File: config.mk
export PLATFORM = sky130hd
export DESIGN_NAME = parallel_to_serial_tx
export DESIGN_NICKNAME = d
export VERILOG_FILES = /design/src/rtl/parallel_to_serial_tx_pkg.sv /design/src/rtl/parallel_to_serial_tx_frame_bit_counter.sv /design/src/rtl/parallel_to_serial_tx.sv
export SDC_FILE = /design/constraint.sdc
export NUM_CORES = 1
export LEC_CHECK = 0
export CAP_MARGIN = 40
export CORE_AREA = 3 3 40 42
export DETAILED_ROUTE_END_ITERATION = 16
export DIE_AREA = 0 0 43 45
export PLACE_DENSITY_LB_ADDON = 0.05
export SETUP_SLACK_MARGIN = 0.3
export SLEW_MARGIN = 20
export SYNTH_ARGS = -nofsm -noshare
export SYNTH_HDL_FRONTEND = slang
export SYNTH_SLANG_ARGS = --single-unit
File: constraint.sdc
create_clock -name clk -period 2.2 [get_ports clk]
set_clock_uncertainty 0.05 [all_clocks]
set_input_delay 0.44 -clock clk [delete_from_list [all_inputs] [get_ports clk]]
set_output_delay 0.44 -clock clk [all_outputs]
set_load 0.05 [all_outputs]
File: src/rtl/parallel_to_serial_tx_pkg.sv
// rtl/parallel_to_serial_tx_pkg.sv - shared types and constants for the parallel-to-serial transmitter
package parallel_to_serial_tx_pkg;

  localparam int DEFAULT_WIDTH = 8;

  typedef enum logic {
    IDLE  = 1'b0,
    SHIFT = 1'b1
  } tx_state_t;

endpackage

File: src/rtl/parallel_to_serial_tx_frame_bit_counter.sv
// rtl/parallel_to_serial_tx_frame_bit_counter.sv - bit position counter within a frame
module frame_bit_counter #(
  parameter int CW = 3
) (
  input  logic          clk,
  input  logic          reset,
  input  logic          load,
  input  logic          enable,
  output logic [CW-1:0] count
);

  // load wins over enable so a back-to-back accept restarts at bit 0
  always_ff @(posedge clk) begin
    if (reset) begin
      count <= '0;
    end else if (load) begin
      count <= '0;
    end else if (enable) begin
      count <= count + 1'b1;
    end
  end

endmodule

File: src/rtl/parallel_to_serial_tx.sv
// rtl/parallel_to_serial_tx.sv - serializes WIDTH-bit words onto sout with valid/last framing
module parallel_to_serial_tx
  import parallel_to_serial_tx_pkg::*;
#(
  parameter int WIDTH     = DEFAULT_WIDTH,
  parameter int MSB_FIRST = 1
) (
  input  logic             clk,
  input  logic             reset,
  input  logic [WIDTH-1:0] din,
  input  logic             din_valid,
  output logic             din_ready,
  output logic             sout,
  output logic             sout_valid,
  output logic             sout_last,
  output logic             busy
);

  localparam int            CW   = $clog2(WIDTH);
  localparam logic [CW-1:0] LAST = CW'(WIDTH - 1);

  tx_state_t        state;
  logic [WIDTH-1:0] shreg;
  logic [WIDTH-1:0] shreg_next;
  logic [CW-1:0]    count;
  logic             in_shift;
  logic             at_last;
  logic             accept;

  assign in_shift = (state == SHIFT);
  assign at_last  = in_shift && (count == LAST);
  assign accept   = din_valid && din_ready;

  assign shreg_next = (MSB_FIRST != 0) ? {shreg[WIDTH-2:0], 1'b0}
                                       : {1'b0, shreg[WIDTH-1:1]};

  frame_bit_counter #(
    .CW(CW)
  ) u_frame_bit_counter (
    .clk    (clk),
    .reset  (reset),
    .load   (accept),
    .enable (in_shift && !at_last),
    .count  (count)
  );

  always_ff @(posedge clk) begin
    if (reset) begin
      state <= IDLE;
      shreg <= '0;
    end else if (accept) begin
      state <= SHIFT;
      shreg <= din;
    end else if (in_shift) begin
      shreg <= shreg_next;
      if (at_last) begin
        state <= IDLE;
      end
    end
  end

  // All outputs decode directly from registered state, so they never follow din_valid
  assign din_ready  = !in_shift || at_last;
  assign busy       = in_shift;
  assign sout_valid = in_shift;
  assign sout_last  = at_last;
  assign sout       = in_shift && ((MSB_FIRST != 0) ? shreg[WIDTH-1] : shreg[0]);

endmodule

# Word level (Yosys, flattened, before mapping)
# Index checks and enable logic that the tools add are counted.
dict set report totals {
  register_bits 12
  inputBits 11
  output_inout_bits 5
  wordCells 19
}
dict set report op_classes {
  addsub 1
  n_eq_ne 1
  muxes 5
  n_reduce_logical 9
}
# cell n
set op_table {}
lappend op_table {{$mux W8} 2}
lappend op_table {{$logic_and A1 B1 Y1} 4}
lappend op_table {{$add A3 B1 Y3 const B} 1}
lappend op_table {{$eq A3 B3 Y1 const B} 1}
lappend op_table {{$mux W1} 3}
lappend op_table {{$logic_not A1 Y1} 2}
lappend op_table {{$reduce_bool A2 Y1} 1}
lappend op_table {{$reduce_or A2 Y1} 1}
lappend op_table {{$logic_or A1 B1 Y1} 1}

# Depth between registers and ports, before layout
# Gate-level depths: netlist (run 1).
dict set report logic_depth {
  ltp_word 5
  ltp_mapped 7
}

# By module
# A second synthesis (run 1) with hierarchy kept.
dict set report unflattened {
  hier_cells 67
  hier_area_um2 658.1
}
# module n_inst cells_per_inst area_per_inst_um2 seq_area_each_um2
set modules_own_cells {}
lappend modules_own_cells {parallel_to_serial_tx 1 55 530.5 180.2}
lappend modules_own_cells {frame_bit_counter 1 12 127.6 60.1}

# Worst setup path before layout (run 1)
# Ideal clock, no wire load.
dict set report synth_path {
  path_kind {register -> output}
  from {register state (netlist: busy)}
  to {output din_ready}
  arrival_time_ns 1.162
  setup_slack_ns 0.548
  stages_incl_launch_ff 4
  n_path_buf 1
  cell_sequence {dfxtp_1 > nor2b_4 > inv_2 > buf_6}
}
dict set report synth_via {
  elab_chain_cells 2
}
# item line
set synth_lines {}
lappend synth_lines {{from (decl)} parallel_to_serial_tx.sv:22} ;# tx_state_t state;
lappend synth_lines {{from (signal assigned)} parallel_to_serial_tx.sv:49} ;# state <= IDLE;
lappend synth_lines {{from (signal assigned)} parallel_to_serial_tx.sv:52} ;# state <= SHIFT;
lappend synth_lines {{from (signal assigned)} parallel_to_serial_tx.sv:57} ;# state <= IDLE;
lappend synth_lines {{$logic_not A1 Y1 / $logic_and A1 B1 Y1 (equally long branches)} {parallel_to_serial_tx.sv:63, parallel_to_serial_tx.sv:31}}
lappend synth_lines {{$logic_or A1 B1 Y1 (*)} parallel_to_serial_tx.sv:63} ;# assign din_ready = !in_shift || at_last;
lappend synth_lines {{to (decl)} parallel_to_serial_tx.sv:12} ;# output logic din_ready,
# Mark *: on every way between the ends. The rest lies on a longest branch, timed or not.

# Worst setup path in the final report (run 1)
dict set report layout_path {
  from {register u_frame_bit_counter.count[0]}
  to {output din_ready}
}
dict set report layout_via {
  elab_chain_cells 3
}
# item line
set layout_lines {}
lappend layout_lines {{from (decl)} parallel_to_serial_tx_frame_bit_counter.sv:9} ;# output logic [CW-1:0] count
lappend layout_lines {{from (signal assigned)} parallel_to_serial_tx_frame_bit_counter.sv:19} ;# count <= count + 1'b1;
lappend layout_lines {{$eq A3 B3 Y1} parallel_to_serial_tx.sv:31} ;# assign at_last = in_shift && (count == LAST);
lappend layout_lines {{$logic_and A1 B1 Y1} parallel_to_serial_tx.sv:31}
lappend layout_lines {{$logic_or A1 B1 Y1} parallel_to_serial_tx.sv:63}
# No other way between the ends.

==> run_results.csv, run 1 <==
group,metric,value,unit
outcome,status,"completed",
sta,fmax,0.5392,GHz
floorplan,rows,13,
route,drc,0,
floorplan,pin_count,16,
final_layout,fin_nets,97,
route,routed_via_density,5.418,
sta,fin_crit_sh,0.8431,
route,wl_per_cell,12.40,um
route,drt_iter0_markers,14,
clock_network,clk_path_buf_depth,2,
sta,hold_viol,0,
grt,antenna_found_initial,0,
worst_hold_path,hp-class,"reg2reg",
worst_hold_path,worstHoldStart,"u_frame_bit_counter.count[1]",
grt,grt_pass1_vias,446,
floorplan,die_x,43,um
synth,yosysWarnings,0,
flow_run,cap_viol_max_count,0,
worst_setup_path,reg2reg_from,"u_frame_bit_counter.count[0]",
clock_network,numCtsBuffers,3,
sta,setup_viol,0,
pwr,pwr_density_cell,658.5,nW/um^2
clock_network,ctsHtreeMaxLevel,1,
route,vias,531,
sta,period_minus_slack,1.855,ns
sta,fin_setup_tns,0,ns
synth,synth_nets,81,
worst_setup_path,arrival,1.36,ns
clock_network,cts_tree,"yes",
synth,avgSynthCellArea,9.016,sq um
pwr,ir_worst_vdd,390.3,uV
final_layout,final_layout_size_suffix_gt1_frac,0.1928,
grt,grt_max_degree,18,
final_layout,multiInputGateArea,312.8,sq um
synth,synth_cells,68,
worst_setup_path,start_kind,"flip-flop",
placed_design,port_buffers,15,
worst_hold_path,whs_path_depth,2,
pwr,swShare,0.2663,
pwr,p_seq_frac,0.464,
final_layout,ff_latch_area,240.2,sq um
worst_setup_path,critPathCaptureType,"primary output",
final_layout,diodes,0,
synth,ys_ff_latch,12,
sta,max_slew_margin,0.6569,
route,drtAntennaViolNets,0,
grt,overflow,0,
clock_network,clkSlewWorstSetupHoldPaths,0.07,ns
sta,tightest_slew,0.5128,ns
worst_setup_path,path_max_fanout,12,
pwr,leakagePower,0.3075,nW
floorplan,die_h,45,um
floorplan,design.core.area,1285,sq um
final_layout,fin_area,793.3,sq um
final_layout,syn_to_final_growth,29.39,%
worst_hold_path,worstHoldEndpoint,"u_frame_bit_counter.count[1]",
placed_design,dpl_cell_area,743.2,sq um
sta,rsz0062_at_grt,"no",
worst_setup_path,r2r_slack,0.60,ns
clock_network,cts.sinks,12,
route,drt-total-wl,1.215,mm
sta,whs,0.4477,ns
pwr,p_switching,139.1,uW
worst_setup_path,critPathKind,"reg2out",
floorplan,dieArea,1935,sq um
clock_network,clk_latency,0.27,ns
placed_design,dp_hpwl,828,um
clock_network,root_buffer,"clkbuf_4",
pwr,clkPwrFrac,0.332,
final_layout,fill_cells,114,
floorplan,start_util,0.4771,
worst_setup_path,reg2reg_to,"shreg[5]",
final_layout,utilization,0.6173,
synth,synth.distinct_cells,20,
placed_design,gp_congestion,0.6903,
pwr,power.internal,383.3,uW
pwr,comb_power_share,0.205,
grt,grt_use_total,0.1282,
synth,ys_seq_area_frac,0.3918,
worst_setup_path,critPathRequiredTime,1.71,ns
sta,drv_slew,0,
worst_setup_path,reg2reg_depth,7,
synth,synth_area,613.1,sq um
worst_setup_path,cp-startpoint,"u_frame_bit_counter.count[0]",
grt,grt_pass1_wl,1.897,mm
route,drt_pre_antenna_iters,4,
[timing repair]
item	CTS	global route
gates cloned	0	0
buffers inserted	0	1
resized for setup	4	1
hold buffers	0	0
endpoints found under the setup margin	3	1
[cells by family after synthesis]
logic type	Yosys count	synth area share
fa+ha+maj	2	0.04081
buf+inv	8	0.1020
compound gates	11	0.1245
flops	12	0.3918
simple gates	35	0.3408
[sequential cells by signal, summed over array words and instances, names as in the netlist]
name / count
shreg: 8
busy: 1
u_frame_bit_counter.count: 3
[how the worst max path moves through the flow]
stage / end / slack, ns
CTS: din_ready / 0.31
floorplan: din_ready / 0.55
detailed placement: shreg[4] / 0.31
finish: din_ready / 0.35
global placement: shreg[2] / 0.36
global route: din_ready / 0.29
[critical path: stages (launching register included)]
cell and delay, ns:
dfxtp_1 0.33, ha_1 0.20, ha_2 0.19, nor2b_4 0.14, inv_4 0.08, buf_6 0.16
[metal layers]
| metal | vias up | global-route usage | part of all wire |
|---|---|---|---|
| met2 | 17 | 0.2036 | 0.47 |
| met5 | - | 0 | 0 |
| met1 | 237 | 0.1720 | 0.47 |
| met4 | 0 | 0.05422 | 0 |
| met3 | 0 | 0.02390 | 0.063 |
| li1 | 277 | - | - |
[final cells by class]
class,count,area share
Timing Repair Buffer,18,0.2256
Sequential cell,12,0.3028
Tap cell,15,0.02366
Inverter,1,0.007886
Clock buffer,4,0.04574
Multi-Input combinational cell,48,0.3943
[power by group through the flow]
stage               Sequential (mW)  Clock [mW]  Combinational [mW]
floorplan                     0.250           0              0.0722
global placement              0.248           0               0.105
detailed placement            0.247           0               0.105
CTS                           0.242       0.174               0.106
global route                  0.244       0.179               0.116
finish                        0.242       0.173               0.107
[per-stage QoR]
step	instances	setup WS [ns]	total power, mW
after floorplan	68	0.5479	0.3218
after global placement	93	0.3568	0.3521
after detailed placement	93	0.3129	0.3525
after CTS	97	0.3106	0.5221
after global routing	98	0.2937	0.5382
final	98	0.3453	0.5224
[cell usage in the layout (no fill, tap or decap), types with 2 or more instances in the layout]
cell	n
nor2_1	11
a21oi_1	3
nor4_1	7
clkbuf_4	3
nand3b_1	3
buf_4	4
clkdlybuf4s50_1	10
dlygate4sd2_1	2
a211oi_1	7
and2_2	2
dfxtp_1	12
nor3b_1	7
nand2_1	2
[cells in the mapped netlist, drive strengths merged]
library cell,n,area [sq um]
clkbuf,1,3.750
nand3b,3,22.52
inv,1,3.750
buf,5,42.53
dfxtp,12,240.2
ha,2,25.02
nand2,2,7.510
and2,2,15.01
nor3b,7,52.55
nand2b,1,6.260
a32oi,1,8.760
nor2b,1,13.76
a211oi,7,52.55
dlymetal6s2s,1,12.51
nor4,7,43.79
or2,1,6.260
a21oi,3,15.01
nor2,11,41.29
Power figures use the tool's default switching activity.
==> inputs of run 2 (changes only) <==
Settings changed: CORE_AREA 3 3 40 42 to unset, CORE_MARGIN set to 3, CORE_UTILIZATION set to 41, DIE_AREA 0 0 43 45 to unset.
Clock period 2.2 ns to 1.6 ns, I/O delays scaled along.
==> run_results.csv, run 2 (synthesized netlist as in run 1, its figures left out) <==
group,metric,value,unit
outcome,status,"complete, but fails checks",
outcome,violations,"setup timing",
route,drt_pre_antenna_iters,4,
pwr,leakagePower,0.3610,nW
pwr,power.internal,567.8,uW
sta,fin_setup_tns,-0.04432,ns
floorplan,start_util,0.4541,
sta,fin_crit_sh,1.017,
worst_setup_path,critPathRequiredTime,1.23,ns
pwr,pwr_density_cell,789.8,nW/um^2
clock_network,ctsHtreeMaxLevel,1,
route,drc,0,
final_layout,ff_latch_area,246.5,sq um
sta,setup_slack,-0.02696,ns
pwr,ir_worst_vdd,1029,uV
clock_network,numCtsBuffers,3,
route,vias,558,
final_layout,multiInputGateArea,381.6,sq um
grt,grt_pass1_vias,506,
route,routed_via_density,5.365,
clock_network,ctsHoldBuffers,0,
final_layout,final_layout_size_suffix_gt1_frac,0.4270,
route,drt_iter0_markers,9,
clock_network,cts.sinks,12,
clock_network,clk_latency,0.26,ns
final_layout,largest_reg_flops,8,
final_layout,utilization,0.7210,
worst_setup_path,path_max_fanout,3,
worst_hold_path,whs_path_depth,2,
grt,antenna_found_initial,0,
floorplan,die_h,44.67,um
grt,met1_usage,0.1626,
floorplan,die_x,44.67,um
sta,fmax,0.6146,GHz
floorplan,design.core.area,1350,sq um
pwr,swShare,0.2614,
worst_setup_path,reg2reg_depth,7,
final_layout,final_cell_mix,"nor2_1 (10), clkdlybuf4s50_1 (10), dfxtp_1 (9)",
pwr,comb_power_share,0.263,
pwr,clkPwrFrac,0.297,
floorplan,dieArea,1995,sq um
grt,grt_use_total,0.1439,
route,drtAntennaViolNets,0,
sta,hold_viol,0,
sta,setup_viol,2,
final_layout,syn_to_final_growth,58.78,%
clock_network,root_buffer,"clkbuf_4",
placed_design,gp_congestion,0.6661,
final_layout,fin_nets,103,
grt,grt_busiest_layer,"met2",
sta,rsz0062_at_grt,"yes",
worst_setup_path,start_kind,"flip-flop",
floorplan,rows,13,
route,wl_per_cell,12.53,um
worst_setup_path,critPathCaptureType,"primary output",
pwr,p_switching,200.9,uW
placed_design,preCtsSetupSlack,-0.2145,ns
final_layout,fin_area,973.4,sq um
grt,grt.met2_usage,0.2464,
grt,use_met3,0.06098,
floorplan,pin_count,16,
placed_design,port_buffers,15,
clock_network,cts_tree,"yes",
worst_setup_path,arrival,1.26,ns
grt,overflow,0,
final_layout,fill_cells,97,
pwr,p_seq_frac,0.440,
clock_network,clkSlewWorstSetupHoldPaths,0.07,ns
flow_run,cap_viol_max_count,0,
grt,grt_pass1_wl,2.083,mm
placed_design,dpl_cell_area,837.1,sq um
worst_hold_path,hp-class,"reg2reg",
sta,max_slew_margin,0.6774,
grt,grt_max_degree,18,
sta,drv_slew,0,
final_layout,largest-register,"shreg",
sta,tightest_slew,0.4824,ns
worst_setup_path,critPathKind,"reg2out",
final_layout,diodes,0,
sta,period_minus_slack,1.627,ns
route,drt-total-wl,1.303,mm
clock_network,clk_path_buf_depth,2,
==> run 2: changes by cell type in the layout (fill, tap and decap cells not counted), sizes merged <==
| cell | change |
|---|---|
| buf | +8 |
| dlygate4sd2 | -2 |
==> run 2: layout make-up <==
type	instances	share of cell area
Clock buffer	4	0.03728
Inverter	1	0.008997
Multi-Input combinational cell	48	0.3920
Sequential cell	12	0.2532
Tap cell	15	0.01928
Timing Repair Buffer	24	0.2892
==> run 2: metrics by stage <==
stage	power [mW]	instances	hold slack, ns
after global routing	0.8114	104	0.4864
after global placement	0.5109	94	0.4352
final	0.7688	104	0.4505
after CTS	0.7695	102	0.4511
after floorplan	0.4596	68	0.3483
after detailed placement	0.5138	94	0.4353
==> run 2: final timing paths <==
kind                                startpoint         to  slack [ns]
setup / recovery  u_frame_bit_counter.count[0]  din_ready       -0.03
hold / removal                        shreg[7]   shreg[7]        0.45
setup reg to reg  u_frame_bit_counter.count[0]   shreg[5]        0.09
hold reg to reg                       shreg[7]   shreg[7]        0.45
==> run 2: power groups by stage <==
stage	registers, mW	logic [mW]	clock network [mW]
4_1_cts	0.338	0.194	0.238
3_5_place_dp	0.346	0.168	0
3_3_place_gp	0.346	0.165	0
2_1_floorplan	0.347	0.112	0
5_1_grt	0.341	0.218	0.253
6_report	0.338	0.202	0.228
==> run 2: layer usage <==
layer | share of wire | routed length [um]
met5 | 0 | 0
met4 | 0.0092 | 12
met3 | 0.064 | 83
met2 | 0.48 | 622
met1 | 0.45 | 586
==> run 2: what timing repair did <==
action                     4_1_cts  5_1_grt
buffers inserted                 4        2
pin swaps                        1        7
gates resized for setup         11        5
setup endpoints to repair       12       17
==> run 2: critical path: stages, from the launching register on <==
cell	delay [ns]
dfxtp_2	0.34
ha_4	0.16
ha_4	0.16
nor2b_4	0.15
inv_6	0.04
buf_8	0.14
